File: src/rtl/sram_arbiter_if.sv
// sram_arbiter_if: request/grant/ack handshake for the bus masters plus the
// shared asynchronous SRAM pins, grouped so the arbiter takes one bus port.
// The slave modport is the arbiter's view; the master modport is the view of
// the requesters together with the SRAM device.
interface sram_arbiter_if #(
    parameter int CHANNELS = 3,
    parameter int AW       = 19,
    parameter int DW       = 8
);
    logic [CHANNELS-1:0]    req;
    logic [CHANNELS-1:0]    we;
    logic [CHANNELS*AW-1:0] addr;
    logic [CHANNELS*DW-1:0] wdata;
    logic [CHANNELS-1:0]    gnt;
    logic [CHANNELS-1:0]    ack;
    logic [DW-1:0]          rdata;
    logic [AW-1:0]          sram_a;
    logic [DW-1:0]          sram_d_o;
    logic                   sram_d_oe;
    logic [DW-1:0]          sram_d_i;
    logic                   n_sram_rd;
    logic                   n_sram_wr;

    modport slave (
        input  req, we, addr, wdata, sram_d_i,
        output gnt, ack, rdata, sram_a, sram_d_o, sram_d_oe, n_sram_rd, n_sram_wr
    );

    modport master (
        output req, we, addr, wdata, sram_d_i,
        input  gnt, ack, rdata, sram_a, sram_d_o, sram_d_oe, n_sram_rd, n_sram_wr
    );
endinterface

File: src/rtl/sram_arbiter.sv
// sram_arbiter: arbitrates CHANNELS bus masters onto one asynchronous SRAM.
// Each access: IDLE (sample requests, register address/data, drop strobe)
// -> ACCESS for ACC_CYCLES clocks -> RECOVER (writes only, data hold) -> IDLE.
// All SRAM pins come straight from registers.
// Build option: SRAM_ARB_ROUNDROBIN_EN selects round-robin arbitration
// starting after the last winner; without it the lowest requesting index wins.
module sram_arbiter #(
    parameter int CHANNELS   = 3,
    parameter int AW         = 19,
    parameter int DW         = 8,
    parameter int ACC_CYCLES = 2
) (
    input  logic          clk28,
    input  logic          rst,
    sram_arbiter_if.slave bus
);
    localparam int PW = $clog2(CHANNELS);
    localparam int CW = (ACC_CYCLES > 1) ? $clog2(ACC_CYCLES) : 1;

`ifdef SRAM_ARB_ROUNDROBIN_EN
    localparam bit RR_EN = 1'b1;
`else
    localparam bit RR_EN = 1'b0;
`endif

    typedef enum logic [1:0] {
        S_IDLE,
        S_ACCESS,
        S_RECOVER
    } state_t;

    state_t                r_state;
    logic [CW-1:0]         r_cnt;
    logic [CHANNELS-1:0]   r_sel_oh;
    logic [PW-1:0]         r_last;
    logic                  r_we;
    logic [CHANNELS-1:0]   r_gnt;
    logic [CHANNELS-1:0]   r_ack;
    logic [DW-1:0]         r_rdata;
    logic [AW-1:0]         r_sram_a;
    logic [DW-1:0]         r_sram_d_o;
    logic                  r_sram_d_oe;
    logic                  r_n_sram_rd;
    logic                  r_n_sram_wr;

    state_t                w_state_nxt;
    logic [CW-1:0]         w_cnt_nxt;
    logic [CHANNELS-1:0]   w_sel_oh_nxt;
    logic [PW-1:0]         w_last_nxt;
    logic                  w_we_nxt;
    logic [CHANNELS-1:0]   w_gnt_nxt;
    logic [CHANNELS-1:0]   w_ack_nxt;
    logic [DW-1:0]         w_rdata_nxt;
    logic [AW-1:0]         w_sram_a_nxt;
    logic [DW-1:0]         w_sram_d_o_nxt;
    logic                  w_sram_d_oe_nxt;
    logic                  w_n_sram_rd_nxt;
    logic                  w_n_sram_wr_nxt;

    int unsigned           w_start;
    logic [PW-1:0]         w_idx;
    logic                  w_found;
    logic [PW-1:0]         w_pick;
    logic [CHANNELS-1:0]   w_pick_oh;
    logic                  w_pick_we;
    logic [AW-1:0]         w_pick_addr;
    logic [DW-1:0]         w_pick_wdata;

    // Winner scan: circular from last+1 (round-robin) or from index 0 (fixed).
    always_comb begin
        w_start = RR_EN ? (32'(r_last) + 32'd1) : 32'd0;
        w_found = 1'b0;
        w_pick  = '0;
        w_idx   = '0;
        for (int unsigned k = 0; k < CHANNELS; k++) begin
            w_idx = PW'((w_start + k) % CHANNELS);
            if (!w_found && bus.req[w_idx]) begin
                w_found = 1'b1;
                w_pick  = w_idx;
            end
        end
    end

    // Route the winning channel's direction, address and write data.
    always_comb begin
        w_pick_oh    = '0;
        w_pick_we    = 1'b0;
        w_pick_addr  = '0;
        w_pick_wdata = '0;
        for (int unsigned k = 0; k < CHANNELS; k++) begin
            if (PW'(k) == w_pick) begin
                w_pick_oh[k] = 1'b1;
                w_pick_we    = bus.we[k];
                w_pick_addr  = bus.addr[k*AW +: AW];
                w_pick_wdata = bus.wdata[k*DW +: DW];
            end
        end
    end

    // Next-state and next-output logic; gnt/ack default to zero so they pulse.
    always_comb begin
        w_state_nxt     = r_state;
        w_cnt_nxt       = r_cnt;
        w_sel_oh_nxt    = r_sel_oh;
        w_last_nxt      = r_last;
        w_we_nxt        = r_we;
        w_gnt_nxt       = '0;
        w_ack_nxt       = '0;
        w_rdata_nxt     = r_rdata;
        w_sram_a_nxt    = r_sram_a;
        w_sram_d_o_nxt  = r_sram_d_o;
        w_sram_d_oe_nxt = r_sram_d_oe;
        w_n_sram_rd_nxt = r_n_sram_rd;
        w_n_sram_wr_nxt = r_n_sram_wr;
        case (r_state)
            S_IDLE: begin
                if (w_found) begin
                    w_state_nxt     = S_ACCESS;
                    w_cnt_nxt       = CW'(ACC_CYCLES - 1);
                    w_sel_oh_nxt    = w_pick_oh;
                    w_last_nxt      = w_pick;
                    w_we_nxt        = w_pick_we;
                    w_gnt_nxt       = w_pick_oh;
                    w_sram_a_nxt    = w_pick_addr;
                    w_sram_d_o_nxt  = w_pick_wdata;
                    w_sram_d_oe_nxt = w_pick_we;
                    w_n_sram_wr_nxt = !w_pick_we;
                    w_n_sram_rd_nxt = w_pick_we;
                end
            end
            S_ACCESS: begin
                if (r_cnt == '0) begin
                    w_n_sram_rd_nxt = 1'b1;
                    w_n_sram_wr_nxt = 1'b1;
                    w_ack_nxt       = r_sel_oh;
                    if (r_we) begin
                        w_state_nxt = S_RECOVER;
                    end else begin
                        w_rdata_nxt = bus.sram_d_i;
                        w_state_nxt = S_IDLE;
                    end
                end else begin
                    w_cnt_nxt = r_cnt - CW'(1);
                end
            end
            S_RECOVER: begin
                w_sram_d_oe_nxt = 1'b0;
                w_state_nxt     = S_IDLE;
            end
            default: begin
                w_state_nxt = S_IDLE;
            end
        endcase
    end

    // State and output registers; reset forces strobes high immediately.
    always_ff @(posedge clk28 or posedge rst) begin
        if (rst) begin
            r_state     <= S_IDLE;
            r_cnt       <= '0;
            r_sel_oh    <= '0;
            r_last      <= PW'(CHANNELS - 1);
            r_we        <= 1'b0;
            r_gnt       <= '0;
            r_ack       <= '0;
            r_rdata     <= '0;
            r_sram_a    <= '0;
            r_sram_d_o  <= '0;
            r_sram_d_oe <= 1'b0;
            r_n_sram_rd <= 1'b1;
            r_n_sram_wr <= 1'b1;
        end else begin
            r_state     <= w_state_nxt;
            r_cnt       <= w_cnt_nxt;
            r_sel_oh    <= w_sel_oh_nxt;
            r_last      <= w_last_nxt;
            r_we        <= w_we_nxt;
            r_gnt       <= w_gnt_nxt;
            r_ack       <= w_ack_nxt;
            r_rdata     <= w_rdata_nxt;
            r_sram_a    <= w_sram_a_nxt;
            r_sram_d_o  <= w_sram_d_o_nxt;
            r_sram_d_oe <= w_sram_d_oe_nxt;
            r_n_sram_rd <= w_n_sram_rd_nxt;
            r_n_sram_wr <= w_n_sram_wr_nxt;
        end
    end

    assign bus.gnt       = r_gnt;
    assign bus.ack       = r_ack;
    assign bus.rdata     = r_rdata;
    assign bus.sram_a    = r_sram_a;
    assign bus.sram_d_o  = r_sram_d_o;
    assign bus.sram_d_oe = r_sram_d_oe;
    assign bus.n_sram_rd = r_n_sram_rd;
    assign bus.n_sram_wr = r_n_sram_wr;
endmodule
File: src/flat_wrapper.sv
// flat-port wrapper written by rule: the top's interface ports become plain ports
module sram_arbiter_flat 
#(
    parameter int CHANNELS   = 3,
    parameter int AW         = 19,
    parameter int DW         = 8,
    parameter int ACC_CYCLES = 2
)
  (clk28, rst, bus_req, bus_we, bus_addr, bus_wdata, bus_sram_d_i, bus_gnt, bus_ack, bus_rdata, bus_sram_a, bus_sram_d_o, bus_sram_d_oe, bus_n_sram_rd, bus_n_sram_wr);
  sram_arbiter_if #(.CHANNELS(CHANNELS), .AW(AW), .DW(DW)) bus_i ();
  input  logic clk28;
  input  logic rst;
  input wire logic [$bits(bus_i.req)-1:0] bus_req;
  input wire logic [$bits(bus_i.we)-1:0] bus_we;
  input wire logic [$bits(bus_i.addr)-1:0] bus_addr;
  input wire logic [$bits(bus_i.wdata)-1:0] bus_wdata;
  input wire logic [$bits(bus_i.sram_d_i)-1:0] bus_sram_d_i;
  output wire logic [$bits(bus_i.gnt)-1:0] bus_gnt;
  output wire logic [$bits(bus_i.ack)-1:0] bus_ack;
  output wire logic [$bits(bus_i.rdata)-1:0] bus_rdata;
  output wire logic [$bits(bus_i.sram_a)-1:0] bus_sram_a;
  output wire logic [$bits(bus_i.sram_d_o)-1:0] bus_sram_d_o;
  output wire logic [$bits(bus_i.sram_d_oe)-1:0] bus_sram_d_oe;
  output wire logic [$bits(bus_i.n_sram_rd)-1:0] bus_n_sram_rd;
  output wire logic [$bits(bus_i.n_sram_wr)-1:0] bus_n_sram_wr;
  assign bus_i.req = bus_req;
  assign bus_i.we = bus_we;
  assign bus_i.addr = bus_addr;
  assign bus_i.wdata = bus_wdata;
  assign bus_i.sram_d_i = bus_sram_d_i;
  assign bus_gnt = bus_i.gnt;
  assign bus_ack = bus_i.ack;
  assign bus_rdata = bus_i.rdata;
  assign bus_sram_a = bus_i.sram_a;
  assign bus_sram_d_o = bus_i.sram_d_o;
  assign bus_sram_d_oe = bus_i.sram_d_oe;
  assign bus_n_sram_rd = bus_i.n_sram_rd;
  assign bus_n_sram_wr = bus_i.n_sram_wr;
  sram_arbiter #(.CHANNELS(CHANNELS), .AW(AW), .DW(DW), .ACC_CYCLES(ACC_CYCLES)) u_core (.clk28(clk28), .rst(rst), .bus(bus_i));
endmodule
File: config.mk
export PLATFORM = sky130hd
export DESIGN_NAME = sram_arbiter_flat
export DESIGN_NICKNAME = d
export VERILOG_FILES = /design/src/rtl/sram_arbiter_if.sv /design/src/rtl/sram_arbiter.sv /design/src/flat_wrapper.sv
export SDC_FILE = /design/constraint.sdc
export NUM_CORES = 1
export LEC_CHECK = 0
export BUFFER_PORTS_ARGS = -buffer_cell sky130_fd_sc_hd__buf_2
export CAP_MARGIN = 10
export CORE_ASPECT_RATIO = 0.5
export CORE_MARGIN = 1
export CORE_UTILIZATION = 41
export DETAILED_ROUTE_END_ITERATION = 7
export PLACE_DENSITY_LB_ADDON = 0.2
export SLEW_MARGIN = 15
export SYNTH_ARGS = -nofsm -noshare
export SYNTH_HDL_FRONTEND = slang
export SYNTH_SLANG_ARGS = --single-unit
File: constraint.sdc
create_clock -name clk28 -period 1.5 [get_ports clk28]
set_input_delay 0.3 -clock clk28 [delete_from_list [all_inputs] [get_ports clk28]]
set_output_delay 0.3 -clock clk28 [all_outputs]
set_load 0.1 [all_outputs]
==> impl_metrics.ini, run 1 <==
[final_layout]
layout_common_cells = buf_2, dfrtp_1, nand2_1
drive_gt1_share_pct = 45.1
fin_area_um2 = 3840
final_nets = 528
final_common_cell = buf_2
regArea_um2 = 1280
diodes = 0
fillers = 555
multi_input_area_um2 = 1310
area_growth_pct = 41.1

[critical_path]
rrSetupSlack_ps = 70
arrival_ps = 1600
cp_max_fo = 8
r2r-start = u_core.r_state[1]
r2r-end = u_core.bus.rdata[1]
r2r_cells = 4
cp-end-kind = flip-flop
crit_path_start_kind = flip-flop
cp_data_required_time_ps = 1680
worst-setup-path-type = flip-flop to flip-flop

[synth]
yosys_warnings = 0
syn_area_um2 = 2720
synth.top_cell.area_share_pct = 45.0
yosys.area.top_type = dfrtp_1
yosys-top-cells-area = dfrtp_1, a21o_1, nand2_1
seq_area_frac_synth_pct = 46.9
synth-seq-cells = 51
netlist_instances = 282
syn_nets = 379
synth_cell_types = 33
synth.avg_cell_area_um2 = 9.66

[die]
core_um2 = 6230
initial_utilization_pct = 43.7
rows = 20
die_h_um = 59.6
pin_count = 141
die_x_um = 117
die_area_um2 = 6990

[placement]
dpl.hpwl_um = 5710
dpl_cell_area_um2 = 3650
gp_congestion = 0.760
port-buffer-count = 140

[cts]
cts_tree = done
root_buffer = clkbuf_16
numClockSinks = 51
cts_buffers = 5
cts_buffer_depth = 2
clk_latency_ps = 290
clk_pin_slew_ps = 70
htree_levels = 2

[status]
outcome = complete, no violations

[sta]
drv_slew = 0
min_period_ps = 1430
fmax_mhz = 701
period_share_pct = 95.1
fin_worst_skew_ps = 5.49
max-slew-margin-rel_pct = 66.5
setup_viol = 0
tightestPinTransition_ps = 506
finalHoldViolCount = 0
setup_tns_ps = 0
grt_setup_unrepaired = false

[hold_path]
hold_path_class = primary input to flip-flop
min-delay-start = bus_sram_d_i[5]
hold_path_depth = 2
min_to = u_core.bus.rdata[5]

[routing]
first_pass_iters = 4
routedWlPerCell_um = 14.3
first_iter_violations = 120
vias_per_cell = 5.17
drt.antenna.violating_nets = 0
drc = 0
vias = 2689
wirelength_um = 7460

[global_route]
grt_pass1_wl_um = 11700
grt_pass1_vias = 2532
grt_max_degree = 33
grt_antenna_before_repair = 0
grt-ovfl-total = 0
grtUsageTotal_pct = 22.2

[job]
maxCapViolCount = 0
[sequential cells by signal, summed over array words and instances (netlist names)]
register              flops
u_core.bus.sram_a        19
u_core.bus.rdata          8
u_core.bus.sram_d_o       8
u_core.bus.ack            3
u_core.bus.gnt            3
u_core.r_sel_oh           3
u_core.r_state            2
u_core.bus.n_sram_rd      1
u_core.bus.n_sram_wr      1
u_core.bus.sram_d_oe      1
u_core.r_cnt              1
u_core.r_we               1
[per-layer routing]
layer / share of wire (%) / track usage (%)
met5: 0 / 0
met4: 1.0 / 7.59
met3: 5.1 / 4.19
met2: 50 / 39.4
met1: 44 / 27.5
[what timing repair did]
action / 4_1_cts / 5_1_grt
hold buffers: 1 / 0
buffers inserted: 0 / 1
setup endpoints to repair: 0 / 8
resized for setup: 0 / 1
hold endpoints to repair: 11 / 0
[worst max-delay path by stage]
stage,startpoint,end,slack (ps),depth (start not counted)
floorplan,u_core.r_state[1],u_core.bus.rdata[0],150,3
global placement,u_core.r_state[1],u_core.bus.rdata[1],90,3
detailed placement,u_core.r_state[1],u_core.bus.rdata[1],20,3
CTS,u_core.r_state[1],u_core.bus.rdata[1],9,3
global route,u_core.r_state[0],u_core.bus.sram_d_o[1],20,4
finish,u_core.r_state[1],u_core.bus.rdata[1],70,4
[stage by stage]
| step | worst slack [ps] | cells | hold WS, ps | utilization [%] |
|---|---|---|---|---|
| after detailed placement | 15.4 | 510 | 278 | 58.7 |
| after global routing | 15.7 | 520 | 236 | 61.7 |
| after floorplan | 147 | 282 | 348 | - |
| after CTS | 8.73 | 519 | 237 | 61.2 |
| final | 73.2 | 520 | 242 | 61.7 |
| after global placement | 90.8 | 510 | 269 | 58.7 |
[worst max-delay path: stages (launching register included)]
cell and delay, ps:
dfrtp_1 430, nand2b_4 180, nor3_4 220, buf_12 150, mux2_2 330
[Yosys cell counts, drive strengths merged]
library cell / instances
dfrtp: 49
nand2: 45
a21oi: 27
a21o: 24
a31oi: 21
nand3b: 21
buf: 15
o21ai: 11
mux2: 9
clkbuf: 8
nand2b: 8
nor2: 8
o31ai: 6
or3b: 6
and2: 5
inv: 3
dfstp: 2
nor3: 2
nor3b: 2
or2: 2
mux2i: 1
nor4b: 1
o21ba: 1
o21bai: 1
o221ai: 1
o22ai: 1
or3: 1
or4b: 1
[kinds of logic (layout without fill, tap and decap cells)]
| kind of cell | Yosys count | in the layout | share of synthesized area [%] |
|---|---|---|---|
| flops | 51 | 51 | 46.9 |
| compound gates | 93 | 93 | 21.6 |
| simple gates | 102 | 102 | 21.9 |
| buf+inv | 26 | 176 | 5.42 |
| mux | 10 | 10 | 4.09 |
[area by class of cell]
cell class,instances,share of cell area (%)
Clock inverter,3,0.684
Clock buffer,5,3.26
Multi-Input combinational cell,205,34.0
Inverter,3,0.391
Sequential cell,51,33.3
Tap cell,88,2.86
Timing Repair Buffer,165,25.6
Power of run 1 is not shown: default switching activity piles up to over one toggle a cycle in this logic, so the estimate is an artifact.
==> inputs of run 2 (changes only) <==
--- a/config.mk
+++ b/config.mk
@@ -7,9 +7,11 @@
 export LEC_CHECK = 0
 export BUFFER_PORTS_ARGS = -buffer_cell sky130_fd_sc_hd__buf_2
 export CAP_MARGIN = 10
+export CELL_PAD_IN_SITES_DETAIL_PLACEMENT = 0
+export CELL_PAD_IN_SITES_GLOBAL_PLACEMENT = 1
 export CORE_ASPECT_RATIO = 0.5
-export CORE_MARGIN = 1
-export CORE_UTILIZATION = 41
+export CORE_MARGIN = 2
+export CORE_UTILIZATION = 29
 export DETAILED_ROUTE_END_ITERATION = 7
 export PLACE_DENSITY_LB_ADDON = 0.2
 export SLEW_MARGIN = 15
==> impl_metrics.ini, run 2 (synthesized netlist as in run 1, its figures left out) <==
[global_route]
grtUsageTotal_pct = 16.0
grt-ovfl-total = 0
grt_antenna_before_repair = 0
grt_max_degree = 52
grt_pass1_vias = 2637
grt_pass1_wl_um = 12900

[final_layout]
largest_reg_flops = 19
final_nets = 527
postLayoutCoreUtil_pct = 42.9
layout_common_cells = buf_2, dfrtp_1, nand2_1
diodes = 0
final_cells = 548
area_growth_pct = 40.4
final_common_cell = buf_2
drive_gt1_share_pct = 45.5

[critical_path]
crit_buf_inv = 1
cp-end-kind = output port
cp_top_family = buffers and inverters
crit_path_start_kind = flip-flop
cp_data_required_time_ps = 1200
path_cells = buf_2
worst-setup-path-type = flip-flop to output port
cp_max_fo = 2
cpPeakStageDelay_ps = 440
crit_slowest_cell = buf_2
arrival_ps = 1100

[die]
die_area_um2 = 10200
die_x_um = 141
die_h_um = 72.5
pin_count = 141
initial_utilization_pct = 30.5
rows = 24
core_um2 = 8920

[cts]
clk_latency_ps = 290
cts-hold-fix-buffers = 0
cts_tree = done
htree_levels = 2
cts_buffers = 5
root_buffer = clkbuf_16
cts_buffer_depth = 2
clk_pin_slew_ps = 70
numClockSinks = 51

[placement]
dpl.hpwl_um = 6030
gp_congestion = 0.755
placed_cells = 538
port-buffer-count = 140

[routing]
first_pass_iters = 4
first_iter_violations = 121
drc = 0
vias_per_cell = 4.77
routedWlPerCell_um = 14.4
vias = 2615
wirelength_um = 7880
drt.antenna.violating_nets = 0

[sta]
setup_viol = 0
fin_worst_skew_ps = 6.51
max-slew-margin-rel_pct = 67.0
fmax_mhz = 715
tightestPinTransition_ps = 498
min_period_ps = 1400
setup_tns_ps = 0
whs_ps = 64.8
finalHoldViolCount = 0
period_share_pct = 93.2
grt_setup_unrepaired = false
drv_slew = 0

[status]
outcome = complete, no violations

[hold_path]
hold_path_class = primary input to async pin

[job]
maxCapViolCount = 0
run 2: timing repair:
item	4_1_cts	5_1_grt
endpoints found under the setup margin	8	8
hold endpoints to repair	0	0
setup buffers	2	0
pin swaps	1	1
gates resized for setup	0	3
run 2: worst paths after layout:
path                                       from                    to  slack (ps)  cells after the start
max                        u_core.bus.sram_a[2]         bus_sram_a[2]         100                      1
min                                         rst     u_core.bus.ack[0]          60                      3
max reg2reg                   u_core.r_state[1]   u_core.bus.rdata[7]         100                      4
min reg2reg                  u_core.r_sel_oh[1]    u_core.r_sel_oh[1]         470                      1
max in group asynchronous                   rst  u_core.bus.n_sram_rd        1150                      3
min in group clk28              bus_sram_d_i[5]   u_core.bus.rdata[5]         240                      2
run 2: worst min-delay path, cell delays in order:
cell and delay (ps):
buf_2 110, clkinvlp_4 70, buf_12 250
run 2: stage by stage:
step                area, um2  worst slack, ps
floorplan                2730              147
global placement         3650             74.9
detailed placement       3650            -13.5
CTS                      3820             21.1
global route             3820             15.0
finish                   3820              102
run 2: layout make-up:
class	count	area (um2)
clock buffer	6	139
tap	117	146
inverter	3	15.0
timing repair buffer	164	927
clock inverter	2	16.3
multi-input combinational	205	1300
sequential	51	1280
fill	901	5090
run 2: metal layers:
layer	GRT usage (%)	routed length [um]	vias to the layer above
met4	3.67	67	0
li1	-	-	1293
met1	20.5	3620	1230
met5	0	0	-
met3	4.62	523	6
met2	27.1	3670	86
Power of run 2 is left out for the same reason.
==> inputs of run 3 (changes only) <==
--- a/config.mk
+++ b/config.mk
@@ -5,7 +5,7 @@
 export SDC_FILE = /design/constraint.sdc
 export NUM_CORES = 1
 export LEC_CHECK = 0
-export BUFFER_PORTS_ARGS = -buffer_cell sky130_fd_sc_hd__buf_2
+export BUFFER_PORTS_ARGS = -buffer_cell sky130_fd_sc_hd__clkbuf_2
 export CAP_MARGIN = 10
 export CELL_PAD_IN_SITES_DETAIL_PLACEMENT = 0
 export CELL_PAD_IN_SITES_GLOBAL_PLACEMENT = 1
==> impl_metrics.ini, run 3 (synthesized netlist as in run 1, its figures left out) <==
[routing]
first_iter_violations = 105
routedWlPerCell_um = 14.6
vias = 2617
vias_per_cell = 4.78
drt.antenna.violating_nets = 0
wirelength_um = 7990
first_pass_iters = 4
drc = 0

[final_layout]
largest_reg_flops = 19
final_common_cell = clkbuf_2
layout_common_cells = clkbuf_2, dfrtp_1, buf_4
diodes = 0
regArea_um2 = 1280
multi_input_area_um2 = 1300
fillers = 899
final_nets = 526
area_growth_pct = 44.5
drive_gt1_share_pct = 45.1

[cts]
cts_buffers = 5
numClockSinks = 51
clk_latency_ps = 290
cts_buffer_depth = 2
root_buffer = clkbuf_16
htree_levels = 2
clk_pin_slew_ps = 70
cts_tree = done
cts-hold-fix-buffers = 0

[global_route]
grtUsageTotal_pct = 16.2
grt_max_degree = 52
grt_pass1_wl_um = 13300
grt-ovfl-total = 0
grt_antenna_before_repair = 0
grt_pass1_vias = 2750

[sta]
min_period_ps = 1400
fin_worst_skew_ps = 3.30
period_share_pct = 93.4
drv_slew = 0
max-slew-margin-rel_pct = 63.9
setup_viol = 0
grt_setup_unrepaired = false
layout_setup_ws_ps = 99.5
fmax_mhz = 714
tightestPinTransition_ps = 544
finalHoldViolCount = 0

[die]
core_um2 = 8920
die_x_um = 141
rows = 24
initial_utilization_pct = 30.5
die_area_um2 = 10200
die_h_um = 72.5
pin_count = 141

[hold_path]
hold_path_class = primary input to async pin

[job]
maxCapViolCount = 0

[status]
outcome = complete, no violations

[critical_path]
crit_buf_inv = 1
crit_path_start_kind = flip-flop
cpPeakStageDelay_ps = 460
path_cells = clkbuf_2
cp-end-kind = output port
cp_top_family = buffers and inverters
crit_slowest_cell = clkbuf_2
arrival_ps = 1100
cp_data_required_time_ps = 1200
cp_max_fo = 2
worst-setup-path-type = flip-flop to output port

[placement]
port-buffer-count = 140
gp_congestion = 0.794
pre_cts_slack_ps = -4.48
dpl.hpwl_um = 5980
run 3: worst min-delay path, stage by stage:
cell,delay (ps)
clkbuf_2,100
clkinvlp_4,80
buf_12,260
run 3: final timing paths:
check,start,end,slack (ps),cells after the start
worst max-delay path,u_core.bus.sram_a[18],bus_sram_a[18],100,1
worst min-delay path,rst,u_core.r_sel_oh[0],60,3
worst max register to register,u_core.r_state[1],u_core.bus.rdata[3],130,4
worst min register to register,u_core.r_sel_oh[1],u_core.r_sel_oh[1],470,1
max in group asynchronous,rst,u_core.bus.n_sram_wr,1160,3
min in group clk28,bus_addr[9],u_core.bus.sram_a[9],240,3
run 3: final cells by class:
type	instances	share of cell area (%)
timing repair buffer	163	26.5
clock inverter	3	0.731
sequential	51	32.5
tap	117	3.72
multi-input combinational	205	33.0
inverter	3	0.381
clock buffer	5	3.18
run 3: through the flow:
stage	utilization, %	setup TNS (ps)	hold slack (ps)	instance area, um2	instances
final	44.1	0	59.4	3940	547
after global placement	42.0	0	376	3750	537
after detailed placement	42.0	-10.9	389	3750	537
after global routing	44.1	0	86.1	3940	547
after CTS	44.0	0	67.9	3920	546
after floorplan	-	0	348	2730	282
run 3: metal layers:
metal,routed length (um),share of wire (%),global-route usage (%),up-vias
li1,-,-,-,1294
met1,3650,46,20.3,1245
met2,3860,48,28.4,73
met3,425,5.3,4.69,5
met4,59,0.74,3.67,0
met5,0,0,0,-
run 3: repair_timing:
action	CTS	global route
cloned	0	0
endpoints found under the setup margin	8	8
resized for setup	0	2
setup buffers	1	1
pin swaps	1	1
Power of run 3 is left out for the same reason.
